File: config.mk
export PLATFORM = sky130hd
export DESIGN_NAME = load_store_unit
export DESIGN_NICKNAME = d
export VERILOG_FILES = /design/src/rtl/load_store_unit.sv
export SDC_FILE = /design/constraint.sdc
export NUM_CORES = 1
export LEC_CHECK = 0
export CAP_MARGIN = 20
export CORE_ASPECT_RATIO = 2
export CORE_UTILIZATION = 43
export CTS_CLUSTER_SIZE = 30
export DETAILED_ROUTE_END_ITERATION = 12
export PLACE_DENSITY = 0.8
export REMOVE_ABC_BUFFERS = 1
export SLEW_MARGIN = 0
export SYNTH_ARGS = -nofsm -noshare
export SYNTH_HDL_FRONTEND = slang
export SYNTH_SLANG_ARGS = --single-unit
File: constraint.sdc
create_clock -name clk -period 2.11 [get_ports clk]
set_clock_uncertainty 0.05 [all_clocks]
set_input_delay 0.5275 -clock clk [delete_from_list [all_inputs] [get_ports clk]]
set_output_delay 0.5275 -clock clk [all_outputs]
set_load 0.01 [all_outputs]
File: src/rtl/load_store_unit.sv
// RV32I load/store sequencer: checks alignment and funct3, drives a simple memory port,
// and returns sign/zero-extended load data with a one-cycle completion pulse.
module load_store_unit #(
   parameter int READ_LATENCY = 1
) (
   input  logic        clk,
   input  logic        rst,
   input  logic        start,
   input  logic        we,
   input  logic [2:0]  funct3,
   input  logic [31:0] addr,
   input  logic [31:0] wdata,
   output logic [31:0] data,
   output logic        done,
   output logic        busy,
   output logic        fault,
   output logic [31:0] mem_addr,
   output logic [31:0] mem_wdata,
   output logic [3:0]  mem_wmask,
   output logic        mem_we,
   output logic        mem_re,
   input  logic [31:0] mem_rdata
);

   typedef enum logic [2:0] {IDLE, ACCESS, WAIT, DONE, ERR} state_t;

   state_t      state;
   logic [1:0]  wait_cnt;
   logic        req_we;
   logic [2:0]  req_f3;
   logic [1:0]  req_lane;
   logic        req_illegal;
   logic [31:0] st_wdata;
   logic [3:0]  st_wmask;
   logic [7:0]  ld_byte;
   logic [15:0] ld_half;
   logic [31:0] ld_ext;

   // Legality is judged on the live inputs because it decides the very first transition.
   always_comb begin
      req_illegal = 1'b0;
      if (we)
         req_illegal = (funct3 > 3'b010);
      else
         req_illegal = (funct3 == 3'b011) || (funct3 == 3'b110) || (funct3 == 3'b111);
      if (funct3[1:0] == 2'b01 && addr[0])
         req_illegal = 1'b1;
      if (funct3[1:0] == 2'b10 && addr[1:0] != 2'b00)
         req_illegal = 1'b1;
   end

   always_comb begin
      st_wdata = wdata;
      st_wmask = 4'b1111;
      case (funct3[1:0])
         2'b00: begin
            st_wdata = {4{wdata[7:0]}};
            st_wmask = 4'b0001 << addr[1:0];
         end
         2'b01: begin
            st_wdata = {2{wdata[15:0]}};
            st_wmask = addr[1] ? 4'b1100 : 4'b0011;
         end
         default: begin
            st_wdata = wdata;
            st_wmask = 4'b1111;
         end
      endcase
   end

   // Lane selection uses only the latched request so late input changes cannot disturb it.
   always_comb begin
      ld_byte = mem_rdata[{req_lane, 3'b000} +: 8];
      ld_half = req_lane[1] ? mem_rdata[31:16] : mem_rdata[15:0];
      case (req_f3)
         3'b000:  ld_ext = {{24{ld_byte[7]}}, ld_byte};
         3'b100:  ld_ext = {24'h000000, ld_byte};
         3'b001:  ld_ext = {{16{ld_half[15]}}, ld_half};
         3'b101:  ld_ext = {16'h0000, ld_half};
         default: ld_ext = mem_rdata;
      endcase
   end

   always_ff @(posedge clk) begin
      if (rst) begin
         state     <= IDLE;
         wait_cnt  <= 2'd0;
         req_we    <= 1'b0;
         req_f3    <= 3'b000;
         req_lane  <= 2'b00;
         data      <= 32'h0;
         done      <= 1'b0;
         busy      <= 1'b0;
         fault     <= 1'b0;
         mem_addr  <= 32'h0;
         mem_wdata <= 32'h0;
         mem_wmask <= 4'b0000;
         mem_we    <= 1'b0;
         mem_re    <= 1'b0;
      end else begin
         done  <= 1'b0;
         fault <= 1'b0;
         case (state)
            IDLE: begin
               if (start) begin
                  req_we   <= we;
                  req_f3   <= funct3;
                  req_lane <= addr[1:0];
                  busy     <= 1'b1;
                  if (req_illegal) begin
                     state <= ERR;
                     done  <= 1'b1;
                     fault <= 1'b1;
                  end else begin
                     state    <= ACCESS;
                     mem_addr <= {addr[31:2], 2'b00};
                     mem_re   <= ~we;
                     mem_we   <= we;
                     if (we) begin
                        mem_wdata <= st_wdata;
                        mem_wmask <= st_wmask;
                     end
                  end
               end
            end
            ACCESS: begin
               mem_re    <= 1'b0;
               mem_we    <= 1'b0;
               mem_wmask <= 4'b0000;
               if (req_we) begin
                  state <= DONE;
                  done  <= 1'b1;
               end else begin
                  state    <= WAIT;
                  wait_cnt <= 2'(READ_LATENCY - 1);
               end
            end
            WAIT: begin
               if (wait_cnt == 2'd0) begin
                  data  <= ld_ext;
                  state <= DONE;
                  done  <= 1'b1;
               end else begin
                  wait_cnt <= wait_cnt - 2'd1;
               end
            end
            DONE, ERR: begin
               state <= IDLE;
               busy  <= 1'b0;
            end
            default: state <= IDLE;
         endcase
      end
   end

endmodule

======== After elaboration in Yosys (flattened, before gate mapping) ========
Cells that the tools add are included.
operators by class
  reduce and logical (&&, ||, !) cells .... 23
  eq/ne operators ......................... 18
  mux-type cells .......................... 33
  bitwise operators ....................... 3
  order comparisons ....................... 1
  shifts and indexed selects .............. 2
  add/subtract/negate cells ............... 1
operator list
  cell                                             number
  case mux 32 bit (4 select lines)                 1
  case mux 32 bit (2 select lines)                 1
  variable part select 32 x 6 -> 8 bit             1
  2-to-1 mux 16 bit                                1
  2-to-1 mux 4 bit                                 4
  case mux 4 bit (2 select lines)                  2
  == test 3 bit, second input constant             5
  2-to-1 mux 1 bit                                 13
  inequality test 2 bit, second input constant     6
  == test 3 x 2 -> 1 bit, second input constant    3
  2-to-1 mux 3 bit                                 3
  case mux 3 bit (3 select lines)                  1
  AND reduction 3 bit                              3
  AND reduction 2 bit                              4
  AND reduction 4 bit                              2
  nonzero test 2 bit                               4
  == test 3 x 1 -> 1 bit, second input constant    2
  logical NOT 3 bit                                2
  case mux 1 bit (2 select lines)                  3
  logical NOT 2 bit                                2
  2-to-1 mux 2 bit                                 2
  case mux 2 bit (2 select lines)                  1
  OR reduction 2 bit                               2
  left shift 1 x 2 -> 4 bit, first input constant  1
  other kinds (8)                                  12
word-level totals
  output and inout bits ................... 105
  input bits .............................. 103
  register bits after elaboration ......... 114
  word-level logic and storage cells ...... 95

======== Longest topological paths before layout ========
Gate-level depths: netlist of the first run.
  depth after elaboration ................. 9
  depth in mapped cells ................... 8

======== Worst setup path before layout of the first run ========
Ideal clock, no wire load.
  kind .................................... input to register
  start ................................... in addr[0]
  end ..................................... reg mem_wdata[12]
  required time ........................... 1.972 ns
  data arrival time ....................... 1.661 ns
  setup slack ............................. 0.311 ns
  cell stages on the path ................. 6
  path buffers ............................ 2
  cell sequence ........................... nor4_2 o211a_1 buf_6 buf_6 nor2_1 a311oi_2
between the ends
  cells in the longest elaborated chain, start to end .. 5
  elaborated cells between the ends (all ways) .. 7
ends and longest elaborated chain
  what                                                            line    source
  start: declaration                                              11      input logic [31:0] addr,
  logical AND 1 bit / nonzero test 2 bit (equally long branches)  46, 48
  2-to-1 mux 1 bit / logical AND 1 bit (equally long branches)    46, 48
  2-to-1 mux 1 bit (*)                                            48      if (funct3[1:0] == 2'b10 && addr[1:0] != 2'b00)
  NOT 1 bit (no source line) (*)                                  n/a
  AND reduction 4 bit (no source line) (*)                        n/a
  end signal: assignment                                          120     mem_wdata <= st_wdata;
  end: declaration                                                18      output logic [31:0] mem_wdata,
Mark *: on every way between the ends. The rest lies on a longest branch, timed or not.
A chain may end at the register's enable or synchronous reset.

======== Final worst setup path of the first run ========
  start ................................... reg wait_cnt[0]
  end ..................................... reg data[10]
between the ends
  cells in the longest elaborated chain, start to end .. 2
ends and longest elaborated chain
  what                                  line  source
  start: declaration                    28    logic [1:0] wait_cnt;
  start signal: assignment              135   wait_cnt <= 2'(READ_LATENCY - 1);
  start signal: assignment              144   wait_cnt <= wait_cnt - 2'd1;
  logical NOT 2 bit                     139   if (wait_cnt == 2'd0) begin
  AND reduction 2 bit (no source line)  n/a
  end signal: assignment                140   data <= ld_ext;
  end: declaration                      13    output logic [31:0] data,
No other way between the ends.

==> impl_metrics.csv, run 1 <==
group,metric,value,unit
global_routing,grt_max_degree,42,
clock_network,ctsResizeCount,0,
detailed_routing,drc,0,
worst_setup_path,crit_required,2.38,ns
detailed_routing,avgRoutedWirePerCell,16.6,microns
final_layout,final_cell_mix,"clkdlybuf4s50_1, nand2_1, dfxtp_1",
worst_setup_path,max_stage_delay,0.43,ns
detailed_routing,ant_nets,0,
clock_network,clk_latency,0.41,ns
clock_network,cts_max_path_buffers,2,
sta,setup_viol,0,
detailed_routing,routed_wl,16200,microns
logic_synthesis,synth_cells,610,
floorplan,ioPinCount,208,
worst_setup_path,cp.arrival,2.20,ns
sta,finalMaxSlewViolations,0,
final_layout,register_area,2280,sq um
logic_synthesis,yosys_warnings,0,
power_and_ir_drop,sequentialPowerShare,35.1,%
logic_synthesis,synth-seq-cells,114,
sta,finalSetupTns,0,ns
final_layout,final_common_cell,"clkdlybuf4s50_1",
logic_synthesis,synth_seq_area_share,45.1,%
power_and_ir_drop,clock_power_share,43.1,%
global_routing,antenna_found_initial,0,
power_and_ir_drop,p_int,5.17,mW
final_layout,diodes,0,
worst_setup_path,worst-path-max-fanout,29,
detailed_routing,num_vias,5308,
floorplan,initial_core_util,44.5,%
worst_setup_path,setup.worst_path.start,"wait_cnt[0]",
power_and_ir_drop,sw_frac_of_total,26.7,%
worst_setup_path,start_kind,"flop",
sta,fin_crit,1.94,ns
detailed_routing,vias_per_cell,5.43,
floorplan,rows,55,
floorplan,die_x,78.7,microns
global_routing,overflow,0,
job,cap_violations,0,
clock_network,cts_buffers,17,
clock_network,cts_tree,"done",
worst_setup_path,reg2reg_from,"wait_cnt[0]",
worst_setup_path,cp_slowest_cell,"nor4bb_4",
placed_design,place_ws,-0.180,ns
power_and_ir_drop,leakage,2.87,nW
sta,rsz0062_at_grt,"false",
worst_setup_path,rrSetupSlack,0.17,ns
logic_synthesis,synth.distinct_cells,47,
sta,max-slew-margin-rel,59.1,%
clock_network,cts-htree-levels,4,
clock_network,clkSlewWorstSetupHoldPaths,0.06,ns
final_layout,multi_input_area,2530,sq um
global_routing,grt_pass1_wl,25600,microns
power_and_ir_drop,netSwitchingPower,1.88,mW
global_routing,track_usage,27.0,%
global_routing,grt_pass1_vias,5398,
floorplan,core,11400,sq um
sta,hold_viol,0,
placed_design,finalWeightedCongestion,0.866,
final_layout,drive_gt1_share,11.1,%
worst_setup_path,critPathCaptureType,"flop",
clock_network,cts_sinks,114,
power_and_ir_drop,p_comb_share,21.8,%
clock_network,holdBufCountCts,0,
sta,max_freq,0.516,GHz
sta,final.setup.worst_slack,0.173,ns
power_and_ir_drop,ir_drop,0.000621,V
sta,finalCritPeriodShare,91.8,%
clock_network,root_buffer,"clkbuf_16",
final_layout,nFillCells,882,
logic_synthesis,syn_avg_cell_area,8.29,sq um
floorplan,die-area,12200,sq um
detailed_routing,drt_iter0_drc,252,
status,status,"finished, final reports clean",
power_and_ir_drop,power.density,875,nW/um^2
logic_synthesis,synth_area,5060,sq um
clock_network,cts_setup_buffers,0,
min_path,hp-start,"mem_wdata[2]",
worst_setup_path,path_cells,"inv_1, ha_1, nor4bb_4, buf_4, o21ai_0, a211oi_1",
sta,worstMarginPinSlew,0.614,ns
detailed_routing,drt_first_pass_iters,7,
min_path,hp-class,"flop to flop",
final_layout,area_delta_synth_final,59.3,%
placed_design,io_buffers,205,
final_layout,nets,927,
floorplan,die_h,155,microns
worst_setup_path,worstSetupPathType,"flop to flop",
placed_design,dp_hpwl,12100,microns
per-stage QoR:
stage / power, mW / hold WS [ns] / cell area [sq um] / instances / utilization (%)
2_1_floorplan: 3.16 / 0.393 / 4820 / 562 / -
3_3_place_gp: 4.00 / 0.392 / 7430 / 946 / 65.4
3_5_place_dp: 4.04 / 0.399 / 7430 / 946 / 65.4
4_1_cts: 7.10 / 0.408 / 8060 / 978 / 71.0
5_1_grt: 7.34 / 0.424 / 8060 / 978 / 71.0
6_report: 7.05 / 0.407 / 8060 / 978 / 71.0
per-layer routing:
layer	up-vias	global-route usage (%)	routed length, microns
li1	2550	-	-
met1	2480	24.3	5440
met2	227	52.0	9100
met3	51	8.74	1080
met4	0	13.1	607
met5	-	0	0
worst max-delay path: cells and delay by family (launching register included):
family / cells / cell delay, ns
adders and majority gates: 1 / 0.19
AOI/OAI and AO/OA: 2 / 0.38
and+or+nand+nor: 1 / 0.43
buffers and inverters: 2 / 0.46
DFF: 1 / 0.32
sequential cells by signal (all words and copies together) (netlist names):
| signal | flops |
|---|---|
| req_lane | 2 |
| mem_we | 1 |
| req_f3 | 3 |
| done | 1 |
| mem_re | 1 |
| mem_wdata | 32 |
| req_we | 1 |
| data | 32 |
| wait_cnt | 2 |
| busy | 1 |
| mem_addr | 30 |
| fault | 1 |
| state | 3 |
| mem_wmask | 4 |
power groups by stage:
stage	Clock, mW	Sequential, mW	Combinational [mW]
after floorplan	0	2.61	0.551
after global placement	0	2.51	1.49
after detailed placement	0	2.52	1.53
after CTS	3.09	2.47	1.54
after global routing	3.18	2.49	1.67
final	3.04	2.47	1.54
synthesized netlist by cell type (all sizes together):
master | number | area share (%)
o31ai | 1 | 0.15
a21oi | 66 | 6.6
a22o | 1 | 0.17
o32ai | 1 | 0.17
nor2 | 58 | 4.3
nor4b | 1 | 0.47
o21ai | 20 | 2.0
o31a | 1 | 0.17
a221oi | 2 | 0.47
or3 | 1 | 0.12
nand2 | 140 | 10
a22oi | 1 | 0.15
nand3 | 1 | 0.099
a311oi | 8 | 1.9
dfxtp | 114 | 45
ha | 1 | 0.25
o211a | 1 | 0.20
o211ai | 9 | 1.4
a21o | 1 | 0.15
mux2 | 13 | 2.9
nor3 | 10 | 0.99
a211o | 1 | 0.17
a211oi | 39 | 5.9
nor4 | 7 | 0.99
nor4bb | 4 | 0.79
a2111oi | 1 | 0.17
buf | 19 | 2.6
nor2b | 6 | 0.74
mux2i | 22 | 4.4
nand3b | 8 | 1.2
a2bb2oi | 4 | 0.69
inv | 5 | 0.37
conb | 1 | 0.074
xnor2 | 1 | 0.17
clkbuf | 30 | 2.2
o21a | 2 | 0.30
nand2b | 8 | 0.99
clkinv | 1 | 0.074
path summary, 6_finish.rpt:
path | end | depth (start not counted)
worst max-delay path | data[10] | 6
worst min-delay path | mem_wdata[2] | 2
worst max register to register | data[10] | 6
worst min register to register | mem_wdata[2] | 2
cell type report:
cell class	instances	area share, %
clock buffer	20	5.54
sequential	114	28.3
multi-input combinational	442	31.4
tap	142	2.21
inverter	6	0.280
timing repair buffer	242	30.0
clock inverter	12	2.27
cell families after synthesis:
| logic type | count (synthesis) | share of synthesized area [%] |
|---|---|---|
| xor+xnor | 1 | 0.173 |
| simple gates | 244 | 21.1 |
| flops | 114 | 45.1 |
| mux | 35 | 7.25 |
| compound gates | 159 | 20.8 |
| buf+inv | 55 | 5.29 |
| other cells | 1 | 0.0741 |
| fa+ha+maj | 1 | 0.247 |
Power figures use the tool's default switching activity.
==> inputs of run 2 (changes only) <==
--- a/constraint.sdc
+++ b/constraint.sdc
@@ -3,3 +3,3 @@
 set_input_delay 0.5275 -clock clk [delete_from_list [all_inputs] [get_ports clk]]
 set_output_delay 0.5275 -clock clk [all_outputs]
-set_load 0.01 [all_outputs]
+set_load 0.02 [all_outputs]
==> results of run 2 <==
The final DEF is identical to that of run 1. Status: finished, final reports clean.
Among the figures that moved: setup slack after layout 0.173 ns -> 0.126 ns; start point of the critical path wait_cnt[0] -> mem_wdata[12]; end point of the critical path data[10] -> mem_wdata[12]; total power 7.05 mW -> 7.18 mW; worst IR drop on VDD 0.000621 V -> 0.000623 V
